[config.mk]
export PLATFORM = sky130hd
export DESIGN_NAME = nfu2_window_seq
export DESIGN_NICKNAME = d
export VERILOG_FILES = /design/src/rtl/nfu2_pkg.sv /design/src/rtl/nfu2_group_counter.sv /design/src/rtl/nfu2_window_seq.sv
export SDC_FILE = /design/constraint.sdc
export NUM_CORES = 1
export LEC_CHECK = 0
export CAP_MARGIN = 20
export CORE_AREA = 5 5 307 309
export CTS_BUF_LIST = sky130_fd_sc_hd__clkbuf_8
export CTS_CLUSTER_DIAMETER = 200
export DETAILED_ROUTE_END_ITERATION = 8
export DIE_AREA = 0 0 312 314
export DONT_BUFFER_PORTS = 1
export GPL_TIMING_DRIVEN = 0
export HOLD_SLACK_MARGIN = 0.12
export PLACE_DENSITY_LB_ADDON = 0.2
export SLEW_MARGIN = 5
export SYNTH_ARGS = -nofsm -noshare
export SYNTH_HDL_FRONTEND = slang
export SYNTH_HIERARCHICAL = 1
export SYNTH_SLANG_ARGS = --single-unit
export TNS_END_PERCENT = 30
[constraint.sdc]
create_clock -name clk -period 3.13 [get_ports clk]
set_input_delay 0 -clock clk [delete_from_list [all_inputs] [get_ports clk]]
set_output_delay 0 -clock clk [all_outputs]
set_load 0.01 [all_outputs]
[src/rtl/nfu2_pkg.sv]
// Shared definitions for the NFU-2 window sequencer: default geometry,
// operation encodings and the controller state type.
package nfu2_pkg;

    localparam int unsigned NFU2_N     = 16;
    localparam int unsigned NFU2_TN    = 16;
    localparam int unsigned NFU2_CNT_W = 8;

    localparam logic OP_SUM = 1'b0;
    localparam logic OP_MAX = 1'b1;

    typedef enum logic [1:0] {
        ST_IDLE,
        ST_RUN,
        ST_DRAIN,
        ST_OUT
    } seq_state_t;

endpackage

[src/rtl/nfu2_group_counter.sv]
// Counts groups accepted in the current window and flags the group that
// completes it (the one whose acceptance brings the count to num_groups).
module nfu2_group_counter
    import nfu2_pkg::*;
#(
    parameter int CNT_W = NFU2_CNT_W
) (
    input  logic             clk,
    input  logic             rst,
    input  logic             clear,
    input  logic             inc,
    input  logic [CNT_W-1:0] num_groups,
    output logic             last
);

    logic [CNT_W-1:0] count_q;

    // Group count: cleared on reset or window start, bumped on each accept.
    always_ff @(posedge clk) begin
        if (rst || clear) begin
            count_q <= '0;
        end else if (inc) begin
            count_q <= count_q + 1'b1;
        end
    end

    // Compare one bit wider so a full-scale num_groups cannot wrap.
    assign last = (({1'b0, count_q} + (CNT_W+1)'(1)) == {1'b0, num_groups});

endmodule

[src/rtl/nfu2_window_seq.sv]
// Window sequencer for the NFU-2 sum/max tree cluster. Feeds groups into the
// cluster, chains the partial result back as the psum operand, and presents
// the final window result on a valid/ready port.
// Optional feature: define NFU2_SEQ_INIT_PSUM_EN to add i_init_psum, which is
// latched at start and used as the psum operand of the first group.
module nfu2_window_seq
    import nfu2_pkg::*;
#(
    parameter int N     = NFU2_N,
    parameter int Tn    = NFU2_TN,
    parameter int CNT_W = NFU2_CNT_W
) (
    input  logic              clk,
    input  logic              rst,
    input  logic              i_start,
    input  logic              i_op,
    input  logic [CNT_W-1:0]  i_num_groups,
`ifdef NFU2_SEQ_INIT_PSUM_EN
    input  logic [Tn*N-1:0]   i_init_psum,
`endif
    output logic              o_busy,
    input  logic              i_in_valid,
    output logic              o_in_ready,
    output logic              o_tree_op,
    output logic [Tn*N-1:0]   o_tree_psum,
    input  logic [Tn*N-1:0]   i_tree_res,
    output logic              o_out_valid,
    input  logic              i_out_ready,
    output logic [Tn*N-1:0]   o_out_data
);

    localparam int W = Tn * N;

    seq_state_t       state_q;
    logic             op_q;
    logic [CNT_W-1:0] num_q;
    logic             pipe_v_q;
    logic             use_acc_q;
    logic [W-1:0]     acc_q;
    logic [W-1:0]     out_data_q;
    logic             out_valid_q;
    logic [W-1:0]     first_psum;

    logic             start_ok;
    logic             accept;
    logic             last_group;

    assign start_ok = (state_q == ST_IDLE) && i_start && (i_num_groups != '0);
    assign accept   = (state_q == ST_RUN) && i_in_valid;

`ifdef NFU2_SEQ_INIT_PSUM_EN
    logic [W-1:0] init_q;

    // Initial partial value, captured when a window is launched.
    always_ff @(posedge clk) begin
        if (rst) begin
            init_q <= '0;
        end else if (start_ok) begin
            init_q <= i_init_psum;
        end
    end

    assign first_psum = init_q;
`else
    assign first_psum = '0;
`endif

    nfu2_group_counter #(
        .CNT_W (CNT_W)
    ) u_group_counter (
        .clk        (clk),
        .rst        (rst),
        .clear      (start_ok),
        .inc        (accept),
        .num_groups (num_q),
        .last       (last_group)
    );

    // Controller FSM plus the accumulator / result registers it owns.
    // i_tree_res lags the accepted group by one cycle, so pipe_v_q marks the
    // cycles in which the cluster output is real and may be accumulated.
    always_ff @(posedge clk) begin
        if (rst) begin
            state_q     <= ST_IDLE;
            op_q        <= OP_SUM;
            num_q       <= '0;
            pipe_v_q    <= 1'b0;
            use_acc_q   <= 1'b0;
            acc_q       <= '0;
            out_data_q  <= '0;
            out_valid_q <= 1'b0;
        end else begin
            pipe_v_q <= accept;
            if (pipe_v_q) begin
                acc_q     <= i_tree_res;
                use_acc_q <= 1'b1;
            end
            case (state_q)
                ST_IDLE: begin
                    if (start_ok) begin
                        op_q      <= i_op;
                        num_q     <= i_num_groups;
                        use_acc_q <= 1'b0;
                        state_q   <= ST_RUN;
                    end
                end
                ST_RUN: begin
                    if (accept && last_group) begin
                        state_q <= ST_DRAIN;
                    end
                end
                ST_DRAIN: begin
                    out_data_q  <= i_tree_res;
                    out_valid_q <= 1'b1;
                    state_q     <= ST_OUT;
                end
                ST_OUT: begin
                    if (i_out_ready) begin
                        out_valid_q <= 1'b0;
                        use_acc_q   <= 1'b0;
                        state_q     <= ST_IDLE;
                    end
                end
                default: begin
                    state_q <= ST_IDLE;
                end
            endcase
        end
    end

    assign o_busy      = (state_q != ST_IDLE);
    assign o_in_ready  = (state_q == ST_RUN);
    assign o_tree_op   = ((state_q == ST_RUN) || (state_q == ST_DRAIN)) ? op_q : OP_SUM;
    assign o_tree_psum = use_acc_q ? acc_q : first_psum;
    assign o_out_valid = out_valid_q;
    assign o_out_data  = out_data_q;

endmodule

==> results.tsv, run 1 <==
metric	value	unit
xor_xnor_portion_of_the_synthesized_cell_area	0.00671	
floorplan.die.width	312	um
die_h	314	um
total_nets_after_synthesis	2346	
synth-compound-area-share	0.00611	
yosys.area_share.adder	0.00359	
number_of_setup_buffers_added_after_cts	0	
syn-cell-area	20900	um^2
finalWeightedCongestion	0.826	
synth_simple_gate_area_share	0.183	
ys_ff_latch	534	
synth.lib_cells_used.distinct	38	
post_cts.resized_instances	3	
outcome.stop_stage	clock tree synthesis (4_1_cts)	
yosys_warnings	6	
rows	111	
avgSynthCellArea	10.1	um^2
synth.area.mux_share	0.250	
tritoncts_num_sinks	534	
initial_core_util	0.229	
post_synth_inst_count	2070	
dp.final_hpwl	62500	um
num_io_pins	786	
buffer_cell_driving_the_clock_tree_root	sky130_fd_sc_hd__clkbuf_8	
toolErrorMsg	[ERROR RSZ-0060] Max buffer count reached.	
outcome	did not finish	
cts-buffers-inserted	94	
synth_top_family_by_area	multiplexers	
hold_buffers	686	
htree_num_levels	3	
synth_seq_area_share	0.512	
cts_buffer_depth	3	
io_buffer_count	0	
cell usage after synthesis, drive strengths merged:
cell / n / area share
a211oi: 5 / 0.0023
a21o: 1 / 0.00036
a21oi: 3 / 0.00072
a221oi: 1 / 0.00042
a22o: 1 / 0.00042
a311o: 1 / 0.00048
a31o: 1 / 0.00042
and2: 262 / 0.079
and2b: 1 / 0.00042
and3: 1 / 0.00030
buf: 75 / 0.024
clkbuf: 74 / 0.013
dfxtp: 534 / 0.51
ha: 6 / 0.0036
inv: 6 / 0.0011
mux2i: 522 / 0.25
nand2: 5 / 0.00090
nand3: 5 / 0.0012
nand4: 3 / 0.00090
nand4b: 1 / 0.00042
nor2: 532 / 0.096
nor2b: 4 / 0.0012
nor3: 1 / 0.00024
nor3b: 2 / 0.00072
nor4: 3 / 0.0026
o2111ai: 1 / 0.00042
o211ai: 1 / 0.00036
o21ai: 1 / 0.00024
or2: 1 / 0.00030
xnor2: 6 / 0.0025
xor2: 10 / 0.0042
through the flow:
stage,hold WS (ns),cells,util,setup slack [ns],instance area [um^2]
detailed placement,0.156,3260,0.246,0.575,22400
global placement,0.148,3256,0.246,0.233,22400
floorplan,0.147,2070,-,0.914,20900
cells by family after synthesis:
group	after synthesis
multiplexers	522
adder cells (fa/ha/maj)	6
AO/OA/AOI/OAI	16
buffers and inverters	155
XOR/XNOR	16
flip-flops	534
AND/OR/NAND/NOR	821
==> run 2, diff against run 1 <==
--- a/config.mk
+++ b/config.mk
@@ -7,14 +7,11 @@
 export LEC_CHECK = 0
 export CAP_MARGIN = 20
 export CORE_AREA = 5 5 307 309
-export CTS_BUF_LIST = sky130_fd_sc_hd__clkbuf_8
-export CTS_CLUSTER_DIAMETER = 200
 export DETAILED_ROUTE_END_ITERATION = 8
 export DIE_AREA = 0 0 312 314
 export DONT_BUFFER_PORTS = 1
 export GPL_TIMING_DRIVEN = 0
-export HOLD_SLACK_MARGIN = 0.12
-export PLACE_DENSITY_LB_ADDON = 0.2
+export PLACE_DENSITY_LB_ADDON = 0.15
 export SLEW_MARGIN = 5
 export SYNTH_ARGS = -nofsm -noshare
 export SYNTH_HDL_FRONTEND = slang
==> run 2 against run 1 <==
Compared with the run above:
- the flow now finishes without violations
- synthesized area stayed put
- synthesized cell count stayed put
==> results.tsv, run 2 <==
metric	value	unit	change
dominantRegCellSynth	sky130_fd_sc_hd__dfxtp_1		
unrepaired_setup_endpoints_after_global_routing	false		
synth.area.top_cells	sky130_fd_sc_hd__dfxtp_1 51%, sky130_fd_sc_hd__mux2i_1 25%, sky130_fd_sc_hd__nor2_1 9.6%, sky130_fd_sc_hd__and2_1 7.8%, sky130_fd_sc_hd__buf_4 1.7%		
total_nets_after_synthesis	2346		unchanged
setup-violations-final	0		
timing.clock.skew	0.0243	ns	
wl_per_cell	22.5	um	
fin_util	0.299		
vias	15600		
timing.critical_path.mode_cell	sky130_fd_sc_hd__clkbuf_1		
slowest_delay	0.80	ns	
crit_type	reg -> out		
synth_edf_count	0		unchanged
most_instantiated_cells_after_synthesis	534 x sky130_fd_sc_hd__dfxtp_1, 532 x sky130_fd_sc_hd__nor2_1, 522 x sky130_fd_sc_hd__mux2i_1		
final.setup.tns	0	ns	
ys_ff_latch	534		unchanged
maxSlewHeadroom	0.318		
grt_max_degree	13		
drtIter0Drc	582		
net-switching-power	0.00644	W	
finalWorstPathRequiredPeriod	2.78	ns	
synth_seq_area_share	0.512		unchanged
clk_transition_reported_paths	0.06	ns	
cts-buffers-inserted	67		-29%
vias_per_cell	4.27		
drc_errors	0		
synthDominantAreaCellType	sky130_fd_sc_hd__dfxtp_1		
tritoncts_num_sinks	534		unchanged
max_slew_violations	0		
clk_latency	0.62	ns	
hp-start	rst		
syn-cell-area	20900	um^2	unchanged
netlist.area_leader.share	0.512		unchanged
htree_num_levels	3		unchanged
finalWeightedCongestion	0.832		+0.73%
critical_path_required	3.13	ns	
outcome	complete, no violations		
worst_hold_path_type	in -> reg		
powerDensity	751	nW/um^2	
synth.lib_cells_used.distinct	38		unchanged
cap_viol_max_count	0		
buffer_cell_driving_the_clock_tree_root	sky130_fd_sc_hd__clkbuf_16		
num-nets-final	2697		
floorplan.die.width	312	um	unchanged
grt_antenna_before_repair	8		
grt_util_all_layers	0.160		
grt_first_pass_wirelength	117000	um	
final.hold.worst_slack	0.00919	ns	
ant_nets	0		
setup.worst_path.end_class	primary output		
timing.rr.start	state_q[0]		
vdd.ir_drop.worst	361	uV	
postSynth.asyncResetShare	0		unchanged
hold_violations	0		
swShare	0.315		
achievable-frequency	360	MHz	
post_route_cells_drive_above_1_share	0.0707		
rr_worst_depth	8		
area_growth_syn_to_layout	30.5	%	
final_common_cell	sky130_fd_sc_hd__dfxtp_1		
yosys_warnings	6		unchanged
seq_power_share	0.430		
hold_depth	2		
cts_buffer_depth	3		unchanged
fill_cells	9614		
drt_wl_total	82300	um	
worstMarginPinSlew	1.02	ns	
top_library_cells_by_usage_in_the_layout_fill_and_taps_aside	534 x sky130_fd_sc_hd__dfxtp_1, 532 x sky130_fd_sc_hd__nor2_1, 522 x sky130_fd_sc_hd__mux2i_1		
die_h	314	um	unchanged
initial_core_util	0.229		unchanged
avgSynthCellArea	10.1	um^2	unchanged
power_frac_clock	0.355		
core	91100	um^2	
die_ar	98000	um^2	
r2r_setup_slack	0.56	ns	
power_frac_comb	0.214		
post_synth_inst_count	2070		unchanged
detail_route.first_pass.iterations	4		
clock_tree_from_tritoncts	done		
rows	111		unchanged
dp.final_hpwl	63200	um	+1.2%
global_route.overflow_total	0		
crit_chain	clkbuf_1 > clkbuf_1 > and2_1		
crit_slowest_cell	sky130_fd_sc_hd__clkbuf_1		
p_leak	9.81	nW	
io_buffer_count	0		unchanged
critPathLaunchType	flip-flop		
r2r_end	o_out_data[223]		
num_io_pins	786		unchanged
grt_pass1_vias	16600		
crit_arrival	2.78	ns	
power.internal	0.0140	W	
critPathMaxFanout	10		
synth_most_common_cell	sky130_fd_sc_hd__dfxtp_1		
min_delay_worst_endpoint	acc_q[238]		
timing.final.crit_share	0.887		
## run 2: cell counts after synthesis
No cell type changed its count.
## run 2: final cells by class
type                            instances  area [um^2]  share of cell area
Timing Repair Buffer                  282         2830               0.104
Clock buffer                           93         1910              0.0700
Clock inverter                         16          128             0.00468
Buffer                                149          779              0.0286
Sequential cell                       534        10700               0.392
Tap cell                             1186         1480              0.0545
Antenna cell                            3         7.51            0.000275
Multi-Input combinational cell       1381         9400               0.345
Inverter                                6         22.5            0.000826
## run 2: critical path: cells and delay by family, from the launching register on
kind	cells	cell delay, ns
buffers and inverters	2	1.24
AND/OR/NAND/NOR	1	0.33
flip-flops	1	0.56
## run 2: cells by family (layout without fill, tap and decap cells)
logic type / Yosys count / count (layout) / share of synthesized area
AND/OR/NAND/NOR: 821 / 821 / 0.183
flip-flops: 534 / 534 / 0.512
multiplexers: 522 / 522 / 0.250
buffers and inverters: 155 / 546 / 0.0383
AO/OA/AOI/OAI: 16 / 16 / 0.00611
XOR/XNOR: 16 / 16 / 0.00671
adder cells (fa/ha/maj): 6 / 6 / 0.00359
other: 0 / 3 / 0
## run 2: timing repair
action                     4_1_cts  5_1_grt
resized for setup                1        0
hold buffers                   280        0
buffers inserted                 0        0
setup endpoints to repair       10        0
hold endpoints to repair       534        0
## run 2: worst max-delay path by stage
| stage | end | slack [ns] | cells after the start | startpoint |
|---|---|---|---|---|
| floorplan | state_q[1] | 0.91 | 9 | u_group_counter/count_q[0] |
| global placement | o_tree_psum[127] | 0.49 | 3 | use_acc_q |
| detailed placement | o_tree_psum[125] | 0.45 | 3 | use_acc_q |
| CTS | o_tree_psum[78] | 0.13 | 3 | use_acc_q |
| global route | o_tree_psum[78] | 0.1 | 3 | use_acc_q |
| finish | o_tree_psum[83] | 0.35 | 3 | use_acc_q |
## run 2: per-layer routing
layer / share of wire / routed length [um] / GRT usage / vias up
met1: 0.36 / 29600 / 0.162 / 7379
li1: - / - / - / 7482
met2: 0.51 / 41900 / 0.292 / 593
met3: 0.096 / 7880 / 0.0681 / 121
met5: 0 / 0 / 0 / -
met4: 0.035 / 2910 / 0.0612 / 0
## run 2: power by group through the flow
stage          registers, W  logic [W]  clock network [W]
2_1_floorplan       0.00861    0.00313                  0
3_3_place_gp        0.00896    0.00391                  0
3_5_place_dp        0.00896    0.00401                  0
4_1_cts             0.00883    0.00447            0.00756
5_1_grt             0.00893    0.00482            0.00783
6_report            0.00881    0.00439            0.00728
## run 2: per-stage QoR
stage | cell area (um^2) | setup slack [ns] | instances | total power [W]
2_1_floorplan | 20900 | 0.914 | 2070 | 0.0117
3_3_place_gp | 22400 | 0.490 | 3256 | 0.0129
3_5_place_dp | 22400 | 0.451 | 3258 | 0.0130
4_1_cts | 27200 | 0.126 | 3647 | 0.0209
5_1_grt | 27300 | 0.0983 | 3650 | 0.0216
6_report | 27300 | 0.355 | 3650 | 0.0205
Note: power is estimated with default switching activity, not from simulation.
